[config.mk]
export PLATFORM = sky130hd
export DESIGN_NAME = mem_ctrl
export DESIGN_NICKNAME = d
export VERILOG_FILES = /design/src/rtl/mem_ctrl.sv
export SDC_FILE = /design/constraint.sdc
export NUM_CORES = 1
export LEC_CHECK = 0
export CAP_MARGIN = 20
export CORE_UTILIZATION = 50
export DETAILED_ROUTE_END_ITERATION = 8
export PLACE_DENSITY = 0.79
export SETUP_SLACK_MARGIN = 0.3
export SYNTH_ARGS = -nofsm -noshare
export SYNTH_HDL_FRONTEND = slang
export SYNTH_SLANG_ARGS = --single-unit
[constraint.sdc]
create_clock -name clk -period 3.6 [get_ports clk]
set_clock_uncertainty 0.05 [all_clocks]
set_input_delay 0.36 -clock clk [delete_from_list [all_inputs] [get_ports clk]]
set_output_delay 0.36 -clock clk [all_outputs]
set_load 0.02 [all_outputs]
[src/rtl/mem_ctrl.sv]
// Byte-serial RAM controller for LSB loads/stores and icache fetches (1-cycle RAM read latency).
// Optional MEM_CTRL_IO_STALL_EN: stores to addr[17:16]==2'b11 wait while io_buffer_full is high.
module mem_ctrl (
  input  logic        clk,
  input  logic        rst,
  input  logic        rdy,
  input  logic        clr,
  input  logic [7:0]  mem_din,
  output logic [7:0]  mem_dout,
  output logic [31:0] mem_a,
  output logic        mem_wr,
  input  logic        io_buffer_full,
  input  logic        lsb_to_mc_enable,
  input  logic        lsb_to_mc_wr,
  input  logic [1:0]  lsb_to_mc_ls_type,
  input  logic [31:0] lsb_to_mc_addr,
  input  logic [31:0] lsb_to_mc_st_val,
  output logic        mc_to_lsb_ld_done,
  output logic        mc_to_lsb_st_done,
  output logic [31:0] mc_to_lsb_ld_val,
  input  logic        ic_to_mc_enable,
  input  logic [31:0] ic_to_mc_addr,
  output logic        mc_to_ic_done,
  output logic [31:0] mc_to_ic_data
);

  typedef enum logic [1:0] {IDLE, IFETCH, LOAD, STORE} state_t;

  state_t      r_state;
  logic [2:0]  r_cnt;
  logic [2:0]  r_len;
  logic [31:0] r_addr;
  logic [31:0] r_sdata;
  logic [31:0] r_buf;
  logic [31:0] r_mem_a;
  logic [7:0]  r_mem_dout;
  logic        r_mem_wr;
  logic        r_ld_done;
  logic        r_st_done;
  logic        r_ic_done;
  logic [31:0] r_ld_val;
  logic [31:0] r_ic_data;

  logic [2:0]  w_len;
  logic [1:0]  w_bidx;
  logic [31:0] w_merged;
  logic [31:0] w_next_a;
  logic        w_stall;

  always_comb begin
    w_len = 3'd4;
    case (lsb_to_mc_ls_type)
      2'd0:    w_len = 3'd1;
      2'd1:    w_len = 3'd2;
      default: w_len = 3'd4;
    endcase
  end

  // Byte arriving now belongs to the address issued one edge earlier.
  assign w_bidx   = r_cnt[1:0] - 2'd1;
  assign w_merged = r_buf | ({24'd0, mem_din} << {w_bidx, 3'b000});
  assign w_next_a = r_addr + {29'd0, r_cnt} + 32'd1;

`ifdef MEM_CTRL_IO_STALL_EN
  assign w_stall = (r_state == STORE) && (r_addr[17:16] == 2'b11) && io_buffer_full;
`else
  logic w_unused_io;
  assign w_unused_io = io_buffer_full;
  assign w_stall     = 1'b0;
`endif

  assign mem_a             = r_mem_a;
  assign mem_dout          = r_mem_dout;
  assign mem_wr            = r_mem_wr & ~w_stall;
  assign mc_to_lsb_ld_done = r_ld_done;
  assign mc_to_lsb_st_done = r_st_done;
  assign mc_to_lsb_ld_val  = r_ld_val;
  assign mc_to_ic_done     = r_ic_done;
  assign mc_to_ic_data     = r_ic_data;

  always_ff @(posedge clk or negedge rst) begin
    if (!rst) begin
      r_state    <= IDLE;
      r_cnt      <= '0;
      r_len      <= '0;
      r_addr     <= '0;
      r_sdata    <= '0;
      r_buf      <= '0;
      r_mem_a    <= '0;
      r_mem_dout <= '0;
      r_mem_wr   <= 1'b0;
      r_ld_done  <= 1'b0;
      r_st_done  <= 1'b0;
      r_ic_done  <= 1'b0;
      r_ld_val   <= '0;
      r_ic_data  <= '0;
    end else if (rdy) begin
      r_ld_done <= 1'b0;
      r_st_done <= 1'b0;
      r_ic_done <= 1'b0;
      case (r_state)
        IDLE: begin
          if (!clr && lsb_to_mc_enable) begin
            r_addr  <= lsb_to_mc_addr;
            r_len   <= w_len;
            r_cnt   <= '0;
            r_buf   <= '0;
            r_mem_a <= lsb_to_mc_addr;
            if (lsb_to_mc_wr) begin
              r_state    <= STORE;
              r_mem_wr   <= 1'b1;
              r_mem_dout <= lsb_to_mc_st_val[7:0];
              r_sdata    <= {8'd0, lsb_to_mc_st_val[31:8]};
            end else begin
              r_state <= LOAD;
            end
          end else if (!clr && ic_to_mc_enable) begin
            r_state <= IFETCH;
            r_addr  <= ic_to_mc_addr;
            r_len   <= 3'd4;
            r_cnt   <= '0;
            r_buf   <= '0;
            r_mem_a <= ic_to_mc_addr;
          end
        end
        IFETCH, LOAD: begin
          if (clr) begin
            r_state    <= IDLE;
            r_cnt      <= '0;
            r_mem_a    <= '0;
            r_mem_wr   <= 1'b0;
            r_mem_dout <= '0;
          end else begin
            r_cnt <= r_cnt + 3'd1;
            if (r_cnt != 3'd0)
              r_buf <= w_merged;
            if ((r_cnt + 3'd1) < r_len)
              r_mem_a <= w_next_a;
            else
              r_mem_a <= '0;
            if (r_cnt == r_len) begin
              r_state <= IDLE;
              r_cnt   <= '0;
              if (r_state == LOAD) begin
                r_ld_done <= 1'b1;
                r_ld_val  <= w_merged;
              end else begin
                r_ic_done <= 1'b1;
                r_ic_data <= w_merged;
              end
            end
          end
        end
        STORE: begin
          if (!w_stall) begin
            if ((r_cnt + 3'd1) < r_len) begin
              r_cnt      <= r_cnt + 3'd1;
              r_mem_a    <= w_next_a;
              r_mem_dout <= r_sdata[7:0];
              r_sdata    <= {8'd0, r_sdata[31:8]};
            end else begin
              r_state    <= IDLE;
              r_cnt      <= '0;
              r_mem_a    <= '0;
              r_mem_dout <= '0;
              r_mem_wr   <= 1'b0;
              r_st_done  <= 1'b1;
            end
          end
        end
        default: r_state <= IDLE;
      endcase
    end
  end

endmodule

==> results.json, run 1 <==
{
  "status": "finished clean",
  "clk_latency_ps": 500,
  "finalHoldViolCount": 0,
  "rows": 51,
  "utilization_pct": 67.1,
  "dpl.hpwl_mm": 16.3,
  "timing.slew.headroom_pct": 33.2,
  "wirelength_mm": 23.6,
  "worstMarginPinSlew_ps": 1000,
  "fin_nets": 1286,
  "dr.first_iter.drc_count": 438,
  "num_vias": 7716,
  "grt_pass1_wl_mm": 37.6,
  "grtUsageTotal_pct": 23.4,
  "cp.required_ps": 3930,
  "synthXorXnorAreaFrac_pct": 2.66,
  "first_global_vias": 7337,
  "r2r_slack_ps": 780,
  "routabilityCongestion": 0.776,
  "worstSetupPathType": "reg2reg",
  "ant_nets": 0,
  "crit_top_cell": "ha_1",
  "cts_sinks": 204,
  "fin_setup_tns_ps": 0,
  "clock_path_buffers": 3,
  "synth-simple-area-share_pct": 12.2,
  "rsz0062_at_grt": "no",
  "cp_data_arrival_time_ps": 3160,
  "antenna_found_initial": 0,
  "firstDrtPassIters": 4,
  "cp_slowest_stage_delay_ps": 440,
  "worst_slack_ps": 777,
  "yosysSeqAreaShare_pct": 51.8,
  "grt_remaining_overflow": 0,
  "via_per_inst": 5.36,
  "cp_cell_sequence": "inv_1, ha_1, ha_1, nor2b_1, o21a_1, or2_4, a21oi_4, buf_4, mux2_2",
  "min_path_type": "in2reg",
  "synth_adder_area_share_pct": 1.73,
  "die-area_sq_mm": 0.0203,
  "power.density_mw_per_mm2": 809,
  "syn_inst": 958,
  "syn_avg_cell_area_sq_um": 10.3,
  "placed_area_sq_mm": 0.0122,
  "die_w_um": 142,
  "worst-path-buf-inv": 2,
  "diodes": 0,
  "start_util_pct": 50.8,
  "yosysWarningCount": 0,
  "final_cell_mix": "clkdlybuf4s50_1 (219), dfrtp_1 (204), a21oi_1 (122)",
  "drive_gt1_share_pct": 9.80,
  "final_common_cell": "clkdlybuf4s50_1",
  "drv_cap": 0,
  "crit_fanout": 24,
  "synth_seq_cells": 204,
  "synth-main-ff-cell": "dfrtp_1",
  "dp_slack_ps": 781,
  "synth_area_sq_mm": 0.00986,
  "grt_max_degree": 102,
  "total_power_mw": 10.5,
  "synth_top_family_by_area": "compound AO/OA/AOI/OAI gates",
  "cts-root-buf": "clkbuf_16",
  "stdcell_count": 1439,
  "crit_path_top_delay_cell": "dfrtp_1",
  "cts_tree": "done",
  "clkSlewWorstSetupHoldPaths_ps": 60,
  "p_leak_nw": 5.71,
  "remaining_drc_errors": 0,
  "die_y_um": 142,
  "dpl.cell_count": 1399,
  "async_flop_share_pct": 100,
  "htreeDepth": 1,
  "buffer_ports.inserted": 220,
  "synthMuxAreaShare_pct": 10.4,
  "finalSetupViolCount": 0,
  "synth_cell_type_count": 65,
  "syn-num-nets": 1085,
  "min_period_ps": 2820,
  "fin_hold_ws_ps": 401,
  "synth_compound_area_share_pct": 16.0,
  "critPathTopFamily": "adder cells",
  "period_share_pct": 78.4,
  "slew_viol_final": 0,
  "core-area_sq_mm": 0.0194,
  "io_pins": 222,
  "vdd_drop_max_mv": 0.430,
  "crit_path_end_kind": "flip-flop",
  "cts_inserted_buffers": 22,
  "wl_per_cell_um": 16.4,
  "fmax_mhz": 354,
  "startpoint_type": "flip-flop",
  "synth-edff-count": 0,
  "area_delta_synth_final_pct": 31.9,
  "design_area_sq_mm": 0.0130
}
## state kept, by name, indices dropped and copies added (netlist names), 2 cells and up
signal,count
mc_to_ic_data,32
mc_to_lsb_ld_val,32
mem_a,32
r_addr,32
r_buf,32
r_sdata,24
mem_dout,8
r_cnt,3
r_len,3
r_state,2
## synthesized netlist by cell type (22+ instances only)
master / n / area (sq um)
mux2_2: 22 / 248
xor2_1: 25 / 219
nand2_1: 99 / 372
nor2b_1: 22 / 138
inv_1: 46 / 173
clkbuf_1: 30 / 113
o21ai_0: 69 / 345
nor2_1: 63 / 236
dfrtp_1: 204 / 5100
mux2i_1: 47 / 470
a21oi_1: 122 / 611
## layer usage
metal	wire length (um)	vias up	share of wire [%]	track usage, %
li1	-	3695	-	-
met1	10400	3748	44	31.7
met2	11500	241	49	38.9
met3	1290	32	5.5	3.57
met4	419	0	1.8	7.19
met5	0	-	0	0
## final timing paths
path | cells after the start | from | to
max in group asynchronous | 3 | rst | mem_a[4]
hold reg to reg | 2 | mc_to_lsb_ld_val[14] | mc_to_lsb_ld_val[14]
hold / removal | 3 | lsb_to_mc_ls_type[0] | r_len[1]
setup / recovery | 9 | r_cnt[1] | r_sdata[23]
setup reg to reg | 9 | r_cnt[1] | r_sdata[23]
min in group asynchronous | 2 | rst | mc_to_lsb_ld_val[16]
## worst min-delay path: cells and delay by family
kind            cells  cell delay, ps
compound gates      1              60
buf+inv             1             420
simple gates        1              60
## where the power goes
group	switching, mW	internal (mW)	leakage, nW	total (mW)
clock	0.903	1.46	0.366	2.36
sequential	0.618	3.20	2.63	3.82
combinational	2.30	2.04	2.71	4.34
## cells by family (layout without fill, tap and decap cells)
family	count (synthesis)	in the layout
AND/OR/NAND/NOR	243	243
buffers and inverters	107	323
flip-flops	204	204
adder cells (fa/ha/maj)	13	13
XOR/XNOR	30	30
AO/OA/AOI/OAI	271	271
multiplexers	90	90
## cell type report
type | instances | area, sq um
fill | 1563 | 6390
timing repair buffer | 238 | 2380
tap | 265 | 332
inverter | 46 | 173
multi-input combinational | 647 | 4260
clock buffer | 28 | 594
sequential | 204 | 5100
clock inverter | 11 | 168
## what timing repair did
item                      4_1_cts  5_1_grt
hold buffers                    1        0
gates resized for setup         0        0
hold endpoints to repair       98        0
setup buffers                   0        0
Note: power is estimated with default switching activity, not from simulation.
==> run 2, diff against run 1 <==
- clock period: 3.6 -> 2.8 ns (I/O delays scaled with it)
==> run 2 against run 1 <==
- cell area is 1.6% higher
- flip-flop and latch count unchanged
- critical endpoint is now r_sdata[14]
- via count rose by 1.4%
- first-iteration DRC count up 11%
- die area unchanged
- highest routed layer unchanged
- power is 28% higher
- non-clock buffer count up 23
- wire length rose by 4.0%
==> results.json, run 2 (same netlist as run 1, synthesis figures left out) <==
{
  "clkSlewWorstSetupHoldPaths_ps": 60,
  "core-area_sq_mm": 0.0194,
  "worst-path-buf-inv": 3,
  "p_leak_nw": 5.82,
  "timing.slew.headroom_pct": 53.8,
  "buffer_ports.inserted": 220,
  "fin_setup_tns_ps": 0,
  "startpoint_type": "flip-flop",
  "min_path_type": "in2reg",
  "slew_viol_final": 0,
  "final_common_cell": "clkdlybuf4s50_1",
  "drv_cap": 0,
  "routabilityCongestion": 0.813,
  "cts_sinks": 204,
  "crit_path_top_delay_cell": "dfrtp_2",
  "area_delta_synth_final_pct": 34.0,
  "worstMarginPinSlew_ps": 694,
  "dr.first_iter.drc_count": 485,
  "vdd_drop_max_mv": 0.524,
  "drive_gt1_share_pct": 11.9,
  "cts_inserted_buffers": 21,
  "cp_data_arrival_time_ps": 2870,
  "crit_fanout": 6,
  "fmax_mhz": 393,
  "cp_cell_sequence": "buf_6, ha_4, xor2_2, ha_1, o21a_1, or2_4, a21oi_4, buf_6, clkbuf_16, mux2_4",
  "grt_max_degree": 85,
  "finalSetupViolCount": 0,
  "rsz0062_at_grt": "yes",
  "cp.required_ps": 3130,
  "ant_nets": 0,
  "power.density_mw_per_mm2": 1020,
  "grt_pass1_wl_mm": 39.0,
  "wirelength_mm": 24.5,
  "rows": 51,
  "multi_input_area_sq_mm": 0.00432,
  "num_vias": 7823,
  "antenna_found_initial": 0,
  "io_pins": 222,
  "finalHoldViolCount": 0,
  "grt_remaining_overflow": 0,
  "period_share_pct": 90.9,
  "min_period_ps": 2550,
  "crit_path_end_kind": "flip-flop",
  "die_w_um": 142,
  "fillers": 1528,
  "fin_nets": 1308,
  "via_per_inst": 5.36,
  "die_y_um": 142,
  "crit_top_cell": "buf_6",
  "cts_tree": "done",
  "critPathTopFamily": "adder cells",
  "dpl.hpwl_mm": 16.7,
  "clock_path_buffers": 3,
  "diodes": 0,
  "start_util_pct": 50.8,
  "worstSetupPathType": "reg2reg",
  "grtUsageTotal_pct": 24.3,
  "remaining_drc_errors": 0,
  "seq_area_sq_mm": 0.00511,
  "die-area_sq_mm": 0.0203,
  "total_power_mw": 13.5,
  "cp_slowest_stage_delay_ps": 440,
  "firstDrtPassIters": 6,
  "cts-root-buf": "clkbuf_16",
  "wl_per_cell_um": 16.8,
  "htreeDepth": 1,
  "status": "finished clean",
  "final_cell_mix": "clkdlybuf4s50_1 (219), dfrtp_1 (203), a21oi_1 (122)",
  "clk_latency_ps": 490,
  "first_global_vias": 7538
}
-- run 2: cell types whose count changed in the layout (fill, tap and decap cells not counted), sizes merged --
cell	previous run	this run
buf	17	39
bufinv	4	0
clkbuf	29	33
clkinvlp	2	0
-- run 2: path summary, 6_finish.rpt --
path                                       from              endpoint  slack, ps  cells past startpoint
setup reg to reg                       r_cnt[0]           r_sdata[14]        250                     10
hold / removal             lsb_to_mc_ls_type[0]              r_len[1]        340                      3
hold reg to reg            mc_to_lsb_ld_val[10]  mc_to_lsb_ld_val[10]        430                      2
min in group asynchronous                   rst  mc_to_lsb_ld_val[16]        350                      2
setup / recovery                       r_cnt[0]           r_sdata[14]        250                     10
max in group asynchronous                   rst     mc_to_ic_data[11]       1590                      3
-- run 2: layout make-up --
class / instances / area share [%]
multi-input cells: 647 / 32.7
flip-flops and latches: 204 / 38.6
clock inverters: 5 / 0.189
well taps: 265 / 2.51
inverters: 46 / 1.33
repair buffers: 261 / 20.0
clock buffers: 31 / 4.64
-- run 2: tightest hold or removal path, stage by stage --
cell             delay [ps]
clkdlybuf4s50_1         430
nand2_1                  60
o21ai_0                  60
-- run 2: power breakdown --
group | leakage (nW) | total (mW) | internal (mW) | switching, mW
Sequential | 2.63 | 4.94 | 4.12 | 0.817
Combinational | 2.87 | 5.96 | 2.90 | 3.06
Clock | 0.320 | 2.63 | 1.51 | 1.12
Total | 5.82 | 13.5 | 8.53 | 5.00
-- run 2: metal layers --
metal | vias up | GRT usage (%) | share of wire (%)
li1 | 3742 | - | -
met1 | 3777 | 32.5 | 43
met2 | 251 | 39.7 | 48
met3 | 53 | 4.37 | 5.8
met4 | 0 | 8.55 | 3.0
met5 | - | 0 | 0
-- run 2: through the flow --
stage	util [%]	cells	worst slack [ps]	area, sq um	hold slack [ps]
floorplan	-	958	279	9890	-65.6
global placement	63.7	1410	204	12400	324
detailed placement	63.7	1410	141	12400	323
CTS	67.7	1455	261	13100	323
global route	68.1	1459	181	13200	364
finish	68.1	1459	254	13200	337
-- run 2: timing repair --
item | in CTS | in global routing
cloned | 2 | 1
resized for setup | 2 | 13
pin swaps | 1 | 5
setup endpoints to repair | 45 | 31
hold buffers | 1 | 0
setup buffers | 6 | 3
hold endpoints to repair | 78 | 0
